### src/rtl/ps2_kbmat_pkg.sv
// Shared definitions for the PS/2 keyboard front end: receiver states, prefix codes, scancode map.
// Latency: n/a (types, constants and a pure combinational lookup function).
// Backpressure: n/a.
package ps2_kbmat_pkg;

   // Receiver deframing states
   typedef enum logic [1:0] {
      RX_IDLE   = 2'd0,
      RX_DATA   = 2'd1,
      RX_PARITY = 2'd2,
      RX_STOP   = 2'd3
   } rx_state_e;

   // Scancode prefix bytes
   localparam logic [7:0] PS2_EXT = 8'hE0;
   localparam logic [7:0] PS2_BRK = 8'hF0;

   // Result of a scancode lookup: vld says the key has a matrix position, idx is the bit
   typedef struct packed {
      logic       vld;
      logic [5:0] idx;
   } map_t;

   // Scancode-to-matrix map keyed on {extended, code}; idx = 8*line + data bit
   function automatic map_t kb_map(input logic ext, input logic [7:0] code);
      map_t m;
      m.vld = 1'b1;
      m.idx = 6'd0;
      case ({ext, code})
         9'h01C:  m.idx = 6'd37;   // A
         9'h012:  m.idx = 6'd54;   // left shift
         9'h05A:  m.idx = 6'd6;    // enter
         9'h076:  m.idx = 6'd61;   // escape
         9'h175:  m.idx = 6'd62;   // cursor up (E0 75)
         9'h029:  m.idx = 6'd46;   // space
         default: m.vld = 1'b0;
      endcase
      return m;
   endfunction

endpackage

### src/rtl/ps2_kbmat_if.sv
// Bundle of the raw PS/2 pins and the keyboard matrix / error outputs.
// Latency: n/a (wiring only).
// Backpressure: none; PS/2 is device-clocked and the matrix is a level output.
interface ps2_kbmat_if;
   logic        ps2clk;
   logic        ps2dat;
   logic [63:0] kbmat_out;
   logic        frame_err;

   // master drives the pins (keyboard side) and observes the matrix
   modport master (output ps2clk, output ps2dat, input kbmat_out, input frame_err);
   // slave is the front end itself
   modport slave  (input ps2clk, input ps2dat, output kbmat_out, output frame_err);
endinterface

### src/rtl/ps2_kbmat_rx.sv
// PS/2 receiver: pin sync, falling-edge detect, 11-bit deframing FSM, inter-edge timeout.
// Latency: frame_done/frame_err pulse 3 clk edges after the stop-bit ps2clk low is first sampled.
// Backpressure: none; bytes are one-cycle pulses. Macro PS2_PARITY_CHECK_EN enables odd-parity rejection.
module ps2_kbmat_rx #(
   parameter int TIMEOUT_CYCLES = 20000,
   parameter int TO_W           = 15
) (
   input  logic       clk,
   input  logic       reset_n,
   input  logic       ps2clk,
   input  logic       ps2dat,
   output logic       frame_done,
   output logic [7:0] data,
   output logic       frame_err
);
   import ps2_kbmat_pkg::*;

   // [0] first sync stage, [1] synced clock, [2] synced clock one cycle earlier
   logic [2:0]      clk_sync_q;
   logic [1:0]      dat_sync_q;
   rx_state_e       state_q;
   logic [2:0]      bit_cnt_q;
   logic [7:0]      shift_q;
   logic [TO_W-1:0] to_cnt_q;
   logic            frame_done_q;
   logic            frame_err_q;
`ifdef PS2_PARITY_CHECK_EN
   logic            par_q;
`endif

   logic fall;
   logic bit_in;
   logic to_hit;
   logic par_ok;

   // Two-flop synchronisers; reset to the idle-high line level so reset never fakes an edge
   always_ff @(posedge clk or negedge reset_n) begin
      if (!reset_n) begin
         clk_sync_q <= 3'b111;
         dat_sync_q <= 2'b11;
      end else begin
         clk_sync_q <= {clk_sync_q[1:0], ps2clk};
         dat_sync_q <= {dat_sync_q[0], ps2dat};
      end
   end

   // Edge detect, data sample, timeout and parity evaluation
   always_comb begin
      fall   = clk_sync_q[2] & ~clk_sync_q[1];
      bit_in = dat_sync_q[1];
      // an edge in the same cycle restarts the count instead of expiring it
      to_hit = (state_q != RX_IDLE) && !fall &&
               (to_cnt_q == TO_W'(TIMEOUT_CYCLES - 1));
`ifdef PS2_PARITY_CHECK_EN
      par_ok = ^{shift_q, par_q};
`else
      par_ok = 1'b1;
`endif
   end

   // Deframing FSM with timeout; frame_done/frame_err are registered single-cycle pulses
   always_ff @(posedge clk or negedge reset_n) begin
      if (!reset_n) begin
         state_q      <= RX_IDLE;
         bit_cnt_q    <= 3'd0;
         shift_q      <= 8'd0;
         to_cnt_q     <= '0;
         frame_done_q <= 1'b0;
         frame_err_q  <= 1'b0;
`ifdef PS2_PARITY_CHECK_EN
         par_q        <= 1'b0;
`endif
      end else begin
         frame_done_q <= 1'b0;
         frame_err_q  <= 1'b0;

         if (state_q == RX_IDLE || fall || to_hit)
            to_cnt_q <= '0;
         else
            to_cnt_q <= to_cnt_q + TO_W'(1);

         if (fall) begin
            case (state_q)
               RX_IDLE: begin
                  // a high start bit is treated as line noise
                  if (!bit_in) begin
                     state_q   <= RX_DATA;
                     bit_cnt_q <= 3'd0;
                  end
               end
               RX_DATA: begin
                  shift_q   <= {bit_in, shift_q[7:1]};
                  bit_cnt_q <= bit_cnt_q + 3'd1;
                  if (bit_cnt_q == 3'd7)
                     state_q <= RX_PARITY;
               end
               RX_PARITY: begin
                  // without parity checking the bit is consumed and dropped
`ifdef PS2_PARITY_CHECK_EN
                  par_q   <= bit_in;
`endif
                  state_q <= RX_STOP;
               end
               RX_STOP: begin
                  state_q <= RX_IDLE;
                  if (bit_in && par_ok)
                     frame_done_q <= 1'b1;
                  else
                     frame_err_q  <= 1'b1;
               end
               default: state_q <= RX_IDLE;
            endcase
         end else if (to_hit) begin
            state_q     <= RX_IDLE;
            frame_err_q <= 1'b1;
         end
      end
   end

   assign frame_done = frame_done_q;
   assign frame_err  = frame_err_q;
   assign data       = shift_q;

endmodule

### src/rtl/ps2_kbmat.sv
// PS/2 keyboard to Blink 64-bit key matrix (active-low bits), single clock domain.
// Latency: matrix bit changes 4 clk edges after the stop-bit ps2clk low is first sampled.
// Backpressure: none; matrix is a level output. Macro PS2_PARITY_CHECK_EN selects parity rejection in the receiver.
module ps2_kbmat #(
   parameter int TIMEOUT_CYCLES = 20000,
   parameter int TO_W           = 15
) (
   input  logic        clk,
   input  logic        reset_n,
   ps2_kbmat_if.slave  kb
);
   import ps2_kbmat_pkg::*;

   logic       rx_done;
   logic       rx_err;
   logic [7:0] rx_data;

   logic [63:0] mat_q, mat_d;
   logic        ext_q, ext_d;
   logic        brk_q, brk_d;
   map_t        hit;

   ps2_kbmat_rx #(
      .TIMEOUT_CYCLES (TIMEOUT_CYCLES),
      .TO_W           (TO_W)
   ) u_rx (
      .clk        (clk),
      .reset_n    (reset_n),
      .ps2clk     (kb.ps2clk),
      .ps2dat     (kb.ps2dat),
      .frame_done (rx_done),
      .data       (rx_data),
      .frame_err  (rx_err)
   );

   // Scancode decoder: prefixes set flags, any other byte updates the matrix and clears them
   always_comb begin
      mat_d = mat_q;
      ext_d = ext_q;
      brk_d = brk_q;
      hit   = kb_map(ext_q, rx_data);
      if (rx_err) begin
         // a lost byte may have been part of a sequence; never let a stale prefix leak
         ext_d = 1'b0;
         brk_d = 1'b0;
      end else if (rx_done) begin
         if (rx_data == PS2_EXT) begin
            ext_d = 1'b1;
         end else if (rx_data == PS2_BRK) begin
            brk_d = 1'b1;
         end else begin
            if (hit.vld)
               mat_d[hit.idx] = brk_q;
            ext_d = 1'b0;
            brk_d = 1'b0;
         end
      end
   end

   // Matrix and prefix flag registers; reset releases every key
   always_ff @(posedge clk or negedge reset_n) begin
      if (!reset_n) begin
         mat_q <= '1;
         ext_q <= 1'b0;
         brk_q <= 1'b0;
      end else begin
         mat_q <= mat_d;
         ext_q <= ext_d;
         brk_q <= brk_d;
      end
   end

   assign kb.kbmat_out = mat_q;
   assign kb.frame_err = rx_err;

endmodule

### src/flat_wrapper.sv
// flat-port wrapper written by rule: the top's interface ports become plain ports
module ps2_kbmat_flat import ps2_kbmat_pkg::*;
#(
   parameter int TIMEOUT_CYCLES = 20000,
   parameter int TO_W           = 15
)
  (clk, reset_n, kb_ps2clk, kb_ps2dat, kb_kbmat_out, kb_frame_err);
  ps2_kbmat_if kb_i ();
  input  logic clk;
  input  logic reset_n;
  input wire logic [$bits(kb_i.ps2clk)-1:0] kb_ps2clk;
  input wire logic [$bits(kb_i.ps2dat)-1:0] kb_ps2dat;
  output wire logic [$bits(kb_i.kbmat_out)-1:0] kb_kbmat_out;
  output wire logic [$bits(kb_i.frame_err)-1:0] kb_frame_err;
  assign kb_i.ps2clk = kb_ps2clk;
  assign kb_i.ps2dat = kb_ps2dat;
  assign kb_kbmat_out = kb_i.kbmat_out;
  assign kb_frame_err = kb_i.frame_err;
  ps2_kbmat #(.TIMEOUT_CYCLES(TIMEOUT_CYCLES), .TO_W(TO_W)) u_core (.clk(clk), .reset_n(reset_n), .kb(kb_i));
endmodule
### config.mk
export PLATFORM = sky130hd
export DESIGN_NAME = ps2_kbmat_flat
export DESIGN_NICKNAME = d
export VERILOG_FILES = /design/src/rtl/ps2_kbmat_pkg.sv /design/src/rtl/ps2_kbmat_if.sv /design/src/rtl/ps2_kbmat_rx.sv /design/src/rtl/ps2_kbmat.sv /design/src/flat_wrapper.sv
export SDC_FILE = /design/constraint.sdc
export NUM_CORES = 1
export LEC_CHECK = 0
export ABC_AREA = 0
export ABC_CLOCK_PERIOD_IN_PS = 2000
export BUFFER_PORTS_ARGS = -buffer_cell sky130_fd_sc_hd__buf_4
export CORE_MARGIN = 2
export CORE_UTILIZATION = 55
export DETAILED_ROUTE_END_ITERATION = 10
export GPL_ROUTABILITY_DRIVEN = 1
export GPL_TIMING_DRIVEN = 0
export PLACE_DENSITY = 0.75
export SETUP_SLACK_MARGIN = 0.15
export SLEW_MARGIN = 20
export SYNTH_ARGS = -nofsm -noshare
export SYNTH_HDL_FRONTEND = slang
export SYNTH_HIERARCHICAL = 1
export SYNTH_SLANG_ARGS = --single-unit
### constraint.sdc
create_clock -name clk -period 2 [get_ports clk]
set_input_delay 0 -clock clk [delete_from_list [all_inputs] [get_ports clk]]
set_output_delay 0 -clock clk [all_outputs]
set_load 0.05 [all_outputs]
Word level (Yosys, flattened, before mapping)
Cells that the tools add are included.

Bits of input ports: 4. Output and inout port bits: 65. Bits in registers: 101. Logic and storage cells: 84.

Equal/unequal tests: 18. Reduce and logical (&&, ||, !) cells: 18. $add $sub $neg: 2. Bitwise operators: 5. Mux-type cells: 28. $lt $le $gt $ge: 2.

Operators by type and width (count): $bwmux 64 (1); $pmux 6 s6 (1); $eq 9x5->1 const B (2); $eq 9x7->1 const B (2); $mux 1 (17); $eq 8x8->1 const B (2); $add 15x1->15 const B (1); $eq 15x15->1 const B (1); $mux 15 (1); $eq 9x6->1 const B (1); $eq 9x9->1 const B (1); $mux 2 (4); $pmux 2 s4 (1); $reduce_bool 2->1 (4); $lt 6x7->1 const B (1); $demux 1 s6 (1); $ge 6x1->1 const B (1); $ne 3x3->1 const B (2); $pmux 3 s2 (1); $reduce_and 2->1 (3); $reduce_and 3->1 (2); $reduce_or 6->1 (1); $reduce_and 5->1 (1); $eq 2x2->1 const B (2); other kinds (12) (19).

Logic depth before layout (Yosys ltp)
Word-level depth: 7. Depth in mapped cells: 6.

By module
The synthesis kept the hierarchy.

Modules (own cells, without submodules): ps2_kbmat (cells an instance 161, instances 1, area an instance 2234.6 sq um, seq. area each 1731.7 sq um); ps2_kbmat_rx (cells an instance 134, instances 1, area an instance 1541.5 sq um, seq. area each 882.1 sq um).

Worst setup path before layout
No wires, ideal clock.

Path type: reg2reg. Start point: register u_core.u_rx.to_cnt_q[7]. End point: register u_core.u_rx.to_cnt_q[13]. Period minus slack after synthesis: 1.876 ns. Required time: 1.881 ns. Arrival: 1.758 ns. Setup time: 0.119 ns. Cell stages (with the launch flop): 6. Slack: 0.124 ns. Cells stage by stage: dfrtp_1 -> or4_1 -> or4_4 -> nand2_1 -> buf_4 -> nor2_1.

Longest elaborated chain between the ends: 4.

Ends and longest elaborated chain: start: declaration (line ps2_kbmat_rx.sv:24) `logic [TO_W-1:0] to_cnt_q;`; start signal: assignment (line ps2_kbmat_rx.sv:80) `to_cnt_q <= to_cnt_q + TO_W'(1);`; parallel branches: the longest is 3 deep, another holds $add 15x1->15; $mux 15 (*) (line ps2_kbmat_rx.sv:77) `if (state_q == RX_IDLE || fall || to_hit)`.

Every way passes the cells marked *. A chain may end at the register's enable or synchronous reset.

Worst setup path after layout
Start point: register u_core.u_rx.to_cnt_q[7]. End point: register u_core.u_rx.to_cnt_q[7].

Same word-level chain as after synthesis.

==> flow_metrics.py <==
metrics = {
    "final_layout": {
        "layout_common_cells": "71 x sky130_fd_sc_hd__buf_4, 69 x sky130_fd_sc_hd__dfstp_2, 59 x sky130_fd_sc_hd__clkbuf_1",
        "seqCellArea_um2": 2620,
        "finalInstanceArea_um2": 4710,
        "finish.net_count": 394,
        "multi_input_comb_area_um2": 965,
        "layout-drive-gt1-share_pct": 47.9,
        "layout-area-overhead-vs-synth_pct": 24.9,
        "antenna-diode-count": 0,
        "layout_fillers": 506,
        "final_common_cell": "sky130_fd_sc_hd__buf_4",
    },
    "timing": {
        "fmaxAchievable_mhz": 522,
        "layout_min_cycle_time_ns": 1.92,
        "skew_ns": 0.00793,
        "final_critical_path_setup_slack_ns": 0.0829,
        "timing_max_transition_violations_final": 0,
        "tns_setup_ns": 0,
        "max_slew.worst_pin.slew_ns": 0.857,
        "grt_setup_unrepaired": "yes",
        "layout_worst_path_cycle_share_pct": 95.9,
        "finalHoldViolations": 0,
        "timing.final.setup_violations": 0,
        "maxSlewHeadroom_pct": 42.8,
    },
    "floorplanning": {
        "die_outline_area_um2": 7540,
        "core_um2": 6720,
        "rows": 30,
        "die_h_um": 86.9,
        "floorplan.initialDensity_pct": 56.2,
        "io_pins": 69,
        "die_width_um": 86.9,
    },
    "clock_network": {
        "cts_max_path_buffers": 2,
        "clock_sinks": 101,
        "cts_inserted_buffers": 9,
        "insertion_delay_ns": 0.35,
        "cts-root-buf": "sky130_fd_sc_hd__clkbuf_8",
        "cts-htree-levels": 3,
        "worst_setup_hold_path_clk_slew_ns": 0.09,
        "cts_tree": "built",
    },
    "power_and_ir_drop": {
        "cellLeakagePower_uw": 0.00204,
        "clock_power_share_pct": 27.9,
        "proportion_of_power_drawn_by_combinational_gates_pct": 14.7,
        "netSwitchingFraction_pct": 29.5,
        "power_switching_uw": 1240,
        "vdd_ir_drop_max_uv": 667,
        "cellPowerDensity_nw_per_um2": 893,
        "power.sequential.fraction_pct": 57.5,
        "power.internal_uw": 2970,
    },
    "synthesis": {
        "synth_edf_count": 0,
        "synthDistinctLibCells": 41,
        "post_synthesis_area_per_instance_um2": 12.8,
        "synth_warnings": 6,
        "ys_async_sr_fraction_pct": 100,
        "synthCells": 295,
        "synth_nets": 306,
        "synth-seq-cells": 101,
        "yosysSeqAreaShare_pct": 69.2,
        "synthFlopType": "sky130_fd_sc_hd__dfstp_2",
        "syn_area_um2": 3780,
    },
    "worst_setup_path": {
        "path_cells": "or4_4 -> or4_4 -> nand2_4 -> buf_6 -> nor2_2",
        "timing.reg2reg.setup_slack_ns": 0.08,
        "cpPeakStageDelay_ns": 0.58,
        "critPathSlowestCell": "sky130_fd_sc_hd__or4_4",
        "endpoint_type_of_the_worst_setup_path": "register",
        "crit_top_cell": "sky130_fd_sc_hd__or4_4",
        "critical_path_peak_fanout": 5,
        "required_ns": 2.25,
        "worst_ep_arrival_time_ns": 2.17,
        "start_kind": "register",
        "criticalPathCategory": "reg -> reg",
    },
    "global_route": {
        "grt_pass1_wl_mm": 10.8,
        "grt_antenna_before_repair": 0,
        "grt_start_max_net_pins": 102,
        "groute.usage.overall_pct": 18.7,
        "gr-total-overflow": 0,
        "grt_pass1_vias": 2334,
    },
    "place": {
        "dpl.hpwl_mm": 4.28,
        "detailedPlace.worstSlack_ns": -0.0173,
        "dpl_cell_area_um2": 4400,
        "globalplace.congestion": 0.823,
        "io_buffers": 68,
    },
    "min_path": {
        "min-delay-path-class": "in -> reg",
    },
    "detailed_routing": {
        "dr.pass1.iters": 4,
        "route.detailed.vias_per_inst": 5.01,
        "number_of_routed_nets_with_antenna_violations": 0,
        "drt-wirelength-per-cell_um": 13.8,
        "first_iter_violations": 67,
        "detailroute.via_count": 2346,
        "finalWirelength_mm": 6.48,
        "drc": 0,
    },
    "status": {
        "status": "finished, final reports clean",
    },
    "flow_run": {
        "timing.max_cap.violations": 0,
    },
}
synth_stat cells, types with 3 or more instances:
library cell	instances	share of area, %
sky130_fd_sc_hd__nor3_1	5	0.66
sky130_fd_sc_hd__inv_1	6	0.60
sky130_fd_sc_hd__mux2_1	6	1.8
sky130_fd_sc_hd__dfstp_2	69	48
sky130_fd_sc_hd__nand4_1	4	0.66
sky130_fd_sc_hd__a21oi_1	3	0.40
sky130_fd_sc_hd__nand2_1	15	1.5
sky130_fd_sc_hd__nand2b_1	3	0.50
sky130_fd_sc_hd__clkbuf_1	59	5.9
sky130_fd_sc_hd__mux2_2	8	2.4
sky130_fd_sc_hd__xnor2_1	11	2.6
sky130_fd_sc_hd__nand3_1	9	1.2
sky130_fd_sc_hd__nor4_1	4	0.66
sky130_fd_sc_hd__dfrtp_1	32	21
sky130_fd_sc_hd__ha_1	7	2.3
sky130_fd_sc_hd__nor2_1	21	2.1
power by group through the flow:
stage	registers, µW	clock network (µW)	logic, µW
floorplan	2380	0	393
global placement	2430	0	487
detailed placement	2440	0	512
CTS	2410	1220	587
global route	2450	1300	701
finish	2420	1170	618
worst max-delay path, delay by kind of cell (launching register included):
family / cells / cell delay [ns]
buffers and inverters: 1 / 0.13
DFF: 1 / 0.40
and+or+nand+nor: 4 / 1.29
logic make-up after synthesis:
logic type / after synthesis / synth area share, %
DFF: 101 / 69.2
adders and majority gates: 7 / 2.32
AOI/OAI and AO/OA: 12 / 2.25
muxes: 14 / 4.17
xor gates and xnor gates: 13 / 3.02
buffers and inverters: 66 / 6.66
and+or+nand+nor: 82 / 12.4
final timing paths:
path / start / endpoint / cells after the start
worst max-delay path: u_core/u_rx/to_cnt_q[7]$_DFF_PN0_ / u_core/u_rx/to_cnt_q[7]$_DFF_PN0_ / 5
worst min-delay path: kb_ps2dat / u_core/u_rx/dat_sync_q[0]$_DFF_PN1_ / 2
worst max register to register: u_core/u_rx/to_cnt_q[7]$_DFF_PN0_ / u_core/u_rx/to_cnt_q[7]$_DFF_PN0_ / 5
worst min register to register: u_core/u_rx/clk_sync_q[0]$_DFF_PN1_ / u_core/u_rx/clk_sync_q[1]$_DFF_PN1_ / 0
max in group asynchronous: reset_n / u_core/u_rx/to_cnt_q[0]$_DFF_PN0_ / 2
min in group asynchronous: reset_n / u_core/brk_q$_DFFE_PN0P_ / 2
layout make-up:
type / count / share of cell area [%]
inverter: 6 / 0.478
clock buffer: 10 / 2.71
timing repair buffer: 77 / 12.7
multi-input combinational: 128 / 20.5
buffer: 60 / 4.96
clock inverter: 6 / 1.14
sequential: 101 / 55.5
tap: 80 / 2.12
layer usage:
layer	up-vias	GRT usage [%]	part of all wire, %	wire length (µm)
met5	-	0	0	0
met4	0	8.66	1.5	94
met3	8	4.08	3.6	236
met2	50	31.9	53	3430
met1	1170	22.7	42	2720
li1	1118	-	-	-
through the flow:
| stage | power, µW | instances | utilization (%) | hold WS (ns) |
|---|---|---|---|---|
| 2_1_floorplan | 2770 | 295 | - | -0.296 |
| 3_3_place_gp | 2920 | 443 | 65.4 | 0.110 |
| 3_5_place_dp | 2950 | 443 | 65.5 | 0.110 |
| 4_1_cts | 4210 | 467 | 69.5 | 0.275 |
| 5_1_grt | 4450 | 468 | 70.2 | 0.286 |
| 6_report | 4210 | 468 | 70.2 | 0.293 |
what timing repair did:
action,in CTS,in global routing
resized for setup,6,15
setup endpoints to repair,15,27
pin swaps,9,3
hold endpoints to repair,34,0
hold buffers,3,0
buffers inserted,4,1
cloned,1,0
state kept, by name, indices dropped and copies added, names as in the netlist:
name / cells
u_core/u_rx/bit_cnt_q: 3
u_core/u_rx/to_cnt_q: 15
u_core/kb.kbmat_out: 64
u_core/brk_q: 1
u_core/u_rx/frame_err: 1
u_core/u_rx/dat_sync_q: 2
u_core/u_rx/clk_sync_q: 3
u_core/u_rx/frame_done: 1
u_core/u_rx/state_q: 2
u_core/u_rx/data: 8
u_core/ext_q: 1
Power figures use the tool's default switching activity.
